==> src/rtl/colour_bbox_pkg.sv <==
// Shared types and constants for the colour bounding-box tracker.
package colour_bbox_pkg;

  localparam int MAX_COLOURS  = 8;
  localparam int BBOX_COORD_W = 11;

  typedef struct packed {
    logic [7:0] r;
    logic [7:0] g;
    logic [7:0] b;
  } pixel_t;

  typedef struct packed {
    logic [BBOX_COORD_W-1:0] ymin;
    logic [BBOX_COORD_W-1:0] xmin;
    logic [BBOX_COORD_W-1:0] ymax;
    logic [BBOX_COORD_W-1:0] xmax;
  } bbox_t;

  typedef enum logic [1:0] {
    ST_IDLE,
    ST_HEADER,
    ST_VIDEO,
    ST_OTHER
  } state_t;

  // Word addresses on the Avalon-MM slave
  localparam logic [5:0] ADDR_THRESH_BASE = 6'h00;
  localparam logic [5:0] ADDR_RESULT_BASE = 6'h10;
  localparam logic [5:0] ADDR_FRAME_COUNT = 6'h20;
  localparam logic [5:0] ADDR_VALID_MASK  = 6'h21;

  // Overlay colours; the last element listed is index 0
  localparam logic [MAX_COLOURS-1:0][23:0] PALETTE = {
    24'h000000,  // 7
    24'hFFFFFF,  // 6
    24'h0000FF,  // 5
    24'h00FF00,  // 4
    24'hFF0000,  // 3
    24'hFFFF00,  // 2
    24'h00FFFF,  // 1
    24'hFF00FF   // 0
  };

  // One corner of a box as seen by the Nios: {ymin/ymax at 26:16, xmin/xmax at 10:0}
  function automatic logic [31:0] pack_corner(input logic [BBOX_COORD_W-1:0] y,
                                              input logic [BBOX_COORD_W-1:0] x);
    return {5'd0, y, 5'd0, x};
  endfunction

endpackage

==> src/rtl/colour_window_match.sv <==
// One colour window: RGB range compare, per-frame bounding-box accumulator
// and the result register that holds the last completed frame's box.
module colour_window_match
  import colour_bbox_pkg::*;
#(
  parameter int COORD_W = 11
) (
  input  logic               clk,
  input  logic               reset,
  input  pixel_t             lo,
  input  pixel_t             hi,
  input  pixel_t             pixel,
  input  logic [COORD_W-1:0] x,
  input  logic [COORD_W-1:0] y,
  input  logic               clear,
  input  logic               update,
  input  logic               latch,
  output logic               match,
  output bbox_t              result,
  output logic               result_hit
);

  logic [COORD_W-1:0] xmin_q, ymin_q, xmax_q, ymax_q;
  logic [COORD_W-1:0] xmin_d, ymin_d, xmax_d, ymax_d;
  logic               hit_q, hit_d;

  // Inclusive unsigned range test on all three channels
  always_comb begin
    match = (pixel.r >= lo.r) && (pixel.r <= hi.r) &&
            (pixel.g >= lo.g) && (pixel.g <= hi.g) &&
            (pixel.b >= lo.b) && (pixel.b <= hi.b);
  end

  // Next accumulator values including the current beat, so an EOP beat's
  // own pixel is part of the latched result
  always_comb begin
    xmin_d = xmin_q;
    ymin_d = ymin_q;
    xmax_d = xmax_q;
    ymax_d = ymax_q;
    hit_d  = hit_q;
    if (update && match) begin
      if (x < xmin_q) xmin_d = x;
      if (y < ymin_q) ymin_d = y;
      if (x > xmax_q) xmax_d = x;
      if (y > ymax_q) ymax_d = y;
      hit_d = 1'b1;
    end
  end

  // Accumulate during the frame, copy to the result register at video EOP
  always_ff @(posedge clk) begin
    if (reset) begin
      xmin_q     <= '1;
      ymin_q     <= '1;
      xmax_q     <= '0;
      ymax_q     <= '0;
      hit_q      <= 1'b0;
      result     <= '0;
      result_hit <= 1'b0;
    end else begin
      if (clear) begin
        xmin_q <= '1;
        ymin_q <= '1;
        xmax_q <= '0;
        ymax_q <= '0;
        hit_q  <= 1'b0;
      end else begin
        xmin_q <= xmin_d;
        ymin_q <= ymin_d;
        xmax_q <= xmax_d;
        ymax_q <= ymax_d;
        hit_q  <= hit_d;
      end
      if (latch) begin
        result_hit <= hit_d;
        if (hit_d) begin
          result.ymin <= BBOX_COORD_W'(ymin_d);
          result.xmin <= BBOX_COORD_W'(xmin_d);
          result.ymax <= BBOX_COORD_W'(ymax_d);
          result.xmax <= BBOX_COORD_W'(xmax_d);
        end else begin
          result <= '0;
        end
      end
    end
  end

endmodule

==> src/rtl/colour_bbox_tracker.sv <==
// Streaming RGB colour detector on an Avalon-ST video path: one-stage
// pass-through with backpressure, per-colour bounding boxes per frame,
// optional palette overlay, and an Avalon-MM register slave.
module colour_bbox_tracker
  import colour_bbox_pkg::*;
#(
  parameter int IMAGE_W     = 640,
  parameter int IMAGE_H     = 480,
  parameter int NUM_COLOURS = 4,
  parameter int COORD_W     = 11
) (
  input  logic        clk,
  input  logic        reset,
  input  logic [23:0] sink_data,
  input  logic        sink_valid,
  input  logic        sink_sop,
  input  logic        sink_eop,
  output logic        sink_ready,
  output logic [23:0] source_data,
  output logic        source_valid,
  output logic        source_sop,
  output logic        source_eop,
  input  logic        source_ready,
  input  logic [5:0]  s_address,
  input  logic        s_write,
  input  logic        s_read,
  input  logic [31:0] s_writedata,
  output logic [31:0] s_readdata,
  input  logic        mode
);

  localparam logic [COORD_W-1:0] X_LAST = COORD_W'(IMAGE_W - 1);
  localparam logic [COORD_W-1:0] Y_LAST = COORD_W'(IMAGE_H - 1);

  state_t             state;
  logic [COORD_W-1:0] x_q, y_q;
  pixel_t             lo_q [MAX_COLOURS];
  pixel_t             hi_q [MAX_COLOURS];
  logic [MAX_COLOURS-1:0] match;
  logic [MAX_COLOURS-1:0] result_hit;
  bbox_t              result [MAX_COLOURS];
  logic [31:0]        frame_count;
  logic [31:0]        rd_data;
  logic [2:0]         rd_k;
  logic [23:0]        out_data;
  logic               accept, is_video_hdr, video_clear, video_beat, video_latch, pass;
  logic               thresh_sel;
  logic               unused_wdata;

  // The top byte of MM write data has no destination
  assign unused_wdata = ^s_writedata[31:24];

  assign sink_ready   = !source_valid || source_ready;
  assign accept       = sink_valid && sink_ready;
  assign is_video_hdr = (sink_data[3:0] == 4'h0);
  assign video_clear  = accept && sink_sop && is_video_hdr;
  assign video_beat   = accept && !sink_sop && (state == ST_VIDEO);
  assign video_latch  = video_beat && sink_eop;
  // After reset nothing is forwarded until a packet starts cleanly
  assign pass         = !((state == ST_IDLE) && !sink_sop);
  assign thresh_sel   = (s_address[5:4] == ADDR_THRESH_BASE[5:4]) &&
                        (int'(s_address[3:1]) < NUM_COLOURS);

  genvar k;
  generate
    for (k = 0; k < MAX_COLOURS; k++) begin : g_win
      if (k < NUM_COLOURS) begin : g_used
        colour_window_match #(.COORD_W(COORD_W)) u_win (
          .clk        (clk),
          .reset      (reset),
          .lo         (lo_q[k]),
          .hi         (hi_q[k]),
          .pixel      (pixel_t'(sink_data)),
          .x          (x_q),
          .y          (y_q),
          .clear      (video_clear),
          .update     (video_beat),
          .latch      (video_latch),
          .match      (match[k]),
          .result     (result[k]),
          .result_hit (result_hit[k])
        );
      end else begin : g_absent
        assign match[k]      = 1'b0;
        assign result[k]     = '0;
        assign result_hit[k] = 1'b0;
      end
    end
  endgenerate

  // Overlay: lowest-numbered matching window wins, header and non-video beats untouched
  always_comb begin
    out_data = sink_data;
    if (mode && video_beat) begin
      for (int i = NUM_COLOURS - 1; i >= 0; i--) begin
        if (match[i]) out_data = PALETTE[i];
      end
    end
  end

  // Packet classification and pixel coordinate tracking
  always_ff @(posedge clk) begin
    if (reset) begin
      state <= ST_IDLE;
      x_q   <= '0;
      y_q   <= '0;
    end else if (accept) begin
      if (sink_sop) begin
        // A new SOP always restarts, even mid-packet
        x_q <= '0;
        y_q <= '0;
        if (sink_eop)          state <= ST_HEADER;
        else if (is_video_hdr) state <= ST_VIDEO;
        else                   state <= ST_OTHER;
      end else begin
        case (state)
          ST_VIDEO: begin
            if (x_q == X_LAST) begin
              x_q <= '0;
              if (y_q != Y_LAST) y_q <= y_q + 1'b1;
            end else begin
              x_q <= x_q + 1'b1;
            end
            if (sink_eop) state <= ST_HEADER;
          end
          ST_OTHER: if (sink_eop) state <= ST_HEADER;
          default: ;
        endcase
      end
    end
  end

  // Single output register stage; contents hold while downstream stalls
  always_ff @(posedge clk) begin
    if (reset) begin
      source_valid <= 1'b0;
      source_sop   <= 1'b0;
      source_eop   <= 1'b0;
      source_data  <= '0;
    end else if (sink_ready) begin
      source_valid <= accept && pass;
      if (accept) begin
        source_data <= out_data;
        source_sop  <= sink_sop;
        source_eop  <= sink_eop;
      end
    end
  end

  // Completed video frames
  always_ff @(posedge clk) begin
    if (reset) frame_count <= '0;
    else if (video_latch) frame_count <= frame_count + 32'd1;
  end

  // Threshold registers; reset to an empty range so nothing matches
  always_ff @(posedge clk) begin
    if (reset) begin
      for (int i = 0; i < MAX_COLOURS; i++) begin
        lo_q[i] <= '1;
        hi_q[i] <= '0;
      end
    end else if (s_write && thresh_sel) begin
      if (s_address[0]) hi_q[s_address[3:1]] <= pixel_t'(s_writedata[23:0]);
      else              lo_q[s_address[3:1]] <= pixel_t'(s_writedata[23:0]);
    end
  end

  // Read decode; unmapped addresses and absent windows read zero
  always_comb begin
    rd_data = '0;
    rd_k    = s_address[3:1];
    if (thresh_sel) begin
      rd_data = {8'h00, s_address[0] ? hi_q[rd_k] : lo_q[rd_k]};
    end else if ((s_address[5:4] == ADDR_RESULT_BASE[5:4]) && (int'(rd_k) < NUM_COLOURS)) begin
      rd_data = s_address[0] ? pack_corner(result[rd_k].ymax, result[rd_k].xmax)
                             : pack_corner(result[rd_k].ymin, result[rd_k].xmin);
    end else if (s_address == ADDR_FRAME_COUNT) begin
      rd_data = frame_count;
    end else if (s_address == ADDR_VALID_MASK) begin
      rd_data = {24'h0, result_hit};
    end
  end

  // Registered read port; a read alongside an EOP latch sees the old value
  always_ff @(posedge clk) begin
    if (reset) s_readdata <= '0;
    else       s_readdata <= s_read ? rd_data : 32'h0;
  end

endmodule

==> config.mk <==
export PLATFORM = sky130hd
export DESIGN_NAME = colour_bbox_tracker
export DESIGN_NICKNAME = d
export VERILOG_FILES = /design/src/rtl/colour_bbox_pkg.sv /design/src/rtl/colour_window_match.sv /design/src/rtl/colour_bbox_tracker.sv
export SDC_FILE = /design/constraint.sdc
export NUM_CORES = 2
export LEC_CHECK = 0
export ABC_CLOCK_PERIOD_IN_PS = 5100
export CORE_ASPECT_RATIO = 0.6
export CORE_MARGIN = 2
export CORE_UTILIZATION = 30
export CTS_BUF_LIST = sky130_fd_sc_hd__clkbuf_4 sky130_fd_sc_hd__clkbuf_8
export CTS_CLUSTER_DIAMETER = 100
export DETAILED_ROUTE_END_ITERATION = 16
export HOLD_SLACK_MARGIN = 0.03
export PLACE_DENSITY = 0.42
export SYNTH_ARGS = -nofsm -noshare
export SYNTH_HDL_FRONTEND = slang
export SYNTH_HIERARCHICAL = 1
export SYNTH_SLANG_ARGS = --single-unit
==> constraint.sdc <==
create_clock -name clk -period 5.1 [get_ports clk]
set_clock_uncertainty 0.2 [all_clocks]
set_input_delay 1.02 -clock clk [delete_from_list [all_inputs] [get_ports clk]]
set_output_delay 1.02 -clock clk [all_outputs]
set_load 0.05 [all_outputs]
==> run_results.csv <==
group,metric,value,unit
run_status,outcome,"completed",
placement,io_buffers,122,
pwr,p_seq_share,46.1,%
clock_network,clkTransAtPathRegs,0.06,ns
route,ant_nets,0,
floorplanning,coreArea,150000,µm²
pwr,sw_frac_of_total,27.5,%
pwr,p_leak,21.6,nW
placement,place.gp.congestion,0.884,
sta,hold_viol_final,0,
sta,worst_slew_pin_slew,1.35,ns
route,dr.pass1.iters,6,
clock_network,tritoncts,"yes",
floorplanning,die_h,304,µm
grt,grt_pass1_wl,272000,µm
hold_path,min_from,"g_win[0].g_used.u_win/ymin_q[3]",
final_layout,layout.nets,5455,
pwr,p_int,11.7,mW
sta,fin_crit_sh,86.2,%
sta,grt_setup_unrepaired,"false",
clock_network,cts_buffer_depth,3,
logic_synthesis,syn_avg_cell_area,9.84,µm²
hold_path,hold_class,"reg -> reg",
logic_synthesis,synth_area,45100,µm²
route,vias,37800,
logic_synthesis,synthCells,4584,
clock_network,hold_buffers,0,
setup_path,startpoint_type,"primary input",
pwr,p_clk_share,43.6,%
grt,antenna_found_initial,23,
final_layout,drive_gt1_share,13.4,%
floorplanning,start_util,30.2,%
pwr,comb_power_share,10.2,%
floorplanning,core.rowCount,110,
clock_network,cts_resized,0,
placement,pre_cts_slack,-0.0116,ns
final_layout,fin_cells,7167,
grt,grt_max_degree,128,
sta,fin_crit,4.39,ns
clock_network,clock-sinks,849,
setup_path,worst_ep_required_time,5.67,ns
logic_synthesis,synthFlopType,"dfxtp_1",
route,drc,0,
clock_network,cts_root_buf,"clkbuf_8",
grt,grt_pass1_vias,35200,
placement,dp_hpwl,138000,µm
final_layout,area_delta_synth_final,19.8,%
clock_network,cts-buffers-inserted,149,
pwr,ir_drop,0.185,mV
final_layout,final_cell_mix,"475 x dfxtp_1, 375 x inv_1, 374 x edfxtp_1",
logic_synthesis,yosysSeqAreaShare,46.0,%
grt,track_usage,24.6,%
hold_path,whs_path_depth,1,
logic_synthesis,synth_edf_count,374,
clock_network,htree_levels,4,
setup_path,worst-path-max-fanout,11,
final_layout,final_common_cell,"dfxtp_1",
logic_synthesis,ys_ff_latch,849,
clock_network,clkLatencyLatePin,0.89,ns
logic_synthesis,synth.distinct_cells,107,
pwr,p_switching,4.45,mW
grt,grt.overflow.total,0,
floorplanning,fp.dieW,505,µm
setup_path,r2r_start,"x_q[1]",
route,wl_per_cell,26.9,µm
sta,finalWorstSetupSlack,0.705,ns
final_layout,final_core_util,36.1,%
placement,placed_cells,6886,
sta,max_freq,228,MHz
route,via_per_inst,5.28,
logic_synthesis,async_reset_ff_share,0,%
setup_path,cp.arrival,4.96,ns
clock_network,cts_setup_buffers,0,
floorplanning,ios,131,
pwr,powerDensity,299,nW/µm²
sta,slew_violations,0,
setup_path,endpoint_kind,"flop",
floorplanning,dieArea,154000,µm²
route,routed_wirelength,193000,µm
sta,slew_headroom,9.71,%
setup_path,rr_worst_depth,7,
setup_path,critPathKind,"in -> reg",
logic_synthesis,ys.warnings.count,6,
sta,setup_violations,0,
job,maxCapViolCount,0,
route,drt_iter0_markers,4385,
setup_path,crit_start,"sink_data[22]",
area by class of cell:
class	count	area, µm²
antenna	13	32.5
clock buffer	227	2800
clock inverter	41	399
fill	15200	95600
inverter	380	1430
multi-input combinational	3260	22600
sequential	849	20700
tap	2016	2520
timing repair buffer	381	3530
kinds of logic (layout without fill, tap and decap cells):
family	count (synthesis)	count (layout)	synth area share, %
xor gates and xnor gates	21	21	0.408
and+or+nand+nor	1349	1349	15.3
buffers and inverters	655	1029	5.85
AOI/OAI and AO/OA	1124	1124	16.9
other	2	195	0.0166
DFF	849	849	46.0
adders and majority gates	363	363	10.1
muxes	221	221	5.49
stage by stage:
stage / hold slack, ns / TNS (ns) / total power, mW / area, µm²
after floorplan: 0.225 / 0 / 8.36 / 45800
after global placement: 0.234 / -0.0174 / 9.20 / 50800
after detailed placement: 0.241 / -0.0116 / 9.21 / 50800
after CTS: 0.250 / 0 / 16.3 / 54000
after global routing: 0.260 / 0 / 16.7 / 54000
final: 0.249 / 0 / 16.2 / 54000
synth_stat cells, types with 50 or more instances:
library cell | number | area [µm²]
or3_1 | 119 | 744
a21o_1 | 67 | 503
a22oi_1 | 50 | 375
and2_1 | 111 | 694
inv_1 | 378 | 1420
nand4_1 | 95 | 594
a31oi_1 | 51 | 319
clkbuf_1 | 186 | 698
o211ai_1 | 68 | 510
nand3_1 | 125 | 626
nor2_1 | 289 | 1080
nand2_1 | 364 | 1370
o21ai_1 | 66 | 330
a21oi_1 | 275 | 1380
nor3_1 | 57 | 285
buf_2 | 51 | 255
mux2i_1 | 161 | 1610
o21ai_0 | 201 | 1010
ha_1 | 363 | 4540
edfxtp_1 | 374 | 11200
dfxtp_1 | 475 | 9510
worst max-delay path, stage by stage:
cell and delay, ns:
clkdlybuf4s50_1 0.75, ha_1 0.51, nand4_1 0.15, o31ai_1 0.87, buf_4 0.25, nand4_2 0.20, buf_4 0.24, nor3_4 0.28
buf_12 0.19, buf_4 0.16, nor2_1 0.07, a211oi_1 0.25
power by group through the flow:
stage	Combinational, mW	Clock (mW)	Sequential [mW]
finish	1.65	7.05	7.45
global route	1.76	7.48	7.47
CTS	1.62	7.21	7.45
global placement	1.61	0	7.59
detailed placement	1.61	0	7.59
floorplan	0.756	0	7.61
state kept, by name, summed over array words and instances, names as in the netlist, 44 cells and up:
signal	cells
g_win.g_used.u_win/result	176
g_win.g_used.u_win/xmax_q	44
g_win.g_used.u_win/xmin_q	44
g_win.g_used.u_win/ymax_q	44
g_win.g_used.u_win/ymin_q	44
hi_q	192
lo_q	182
worst paths after layout:
check	end	slack, ns
setup / recovery	g_win[2].g_used.u_win/result_hit	0.71
setup reg to reg	x_q[10]	1.16
hold / removal	g_win[0].g_used.u_win/result[36]	0.25
hold reg to reg	g_win[0].g_used.u_win/result[36]	0.25
routing by layer:
metal	vias up	share of wire (%)	global-route usage, %
met5	-	0	0
met4	0	1.6	5.23
met2	1423	36	30.6
met1	18700	53	40.8
met3	195	9.2	5.78
li1	17500	-	-
No activity file was read; power rests on OpenSTA's default activity.
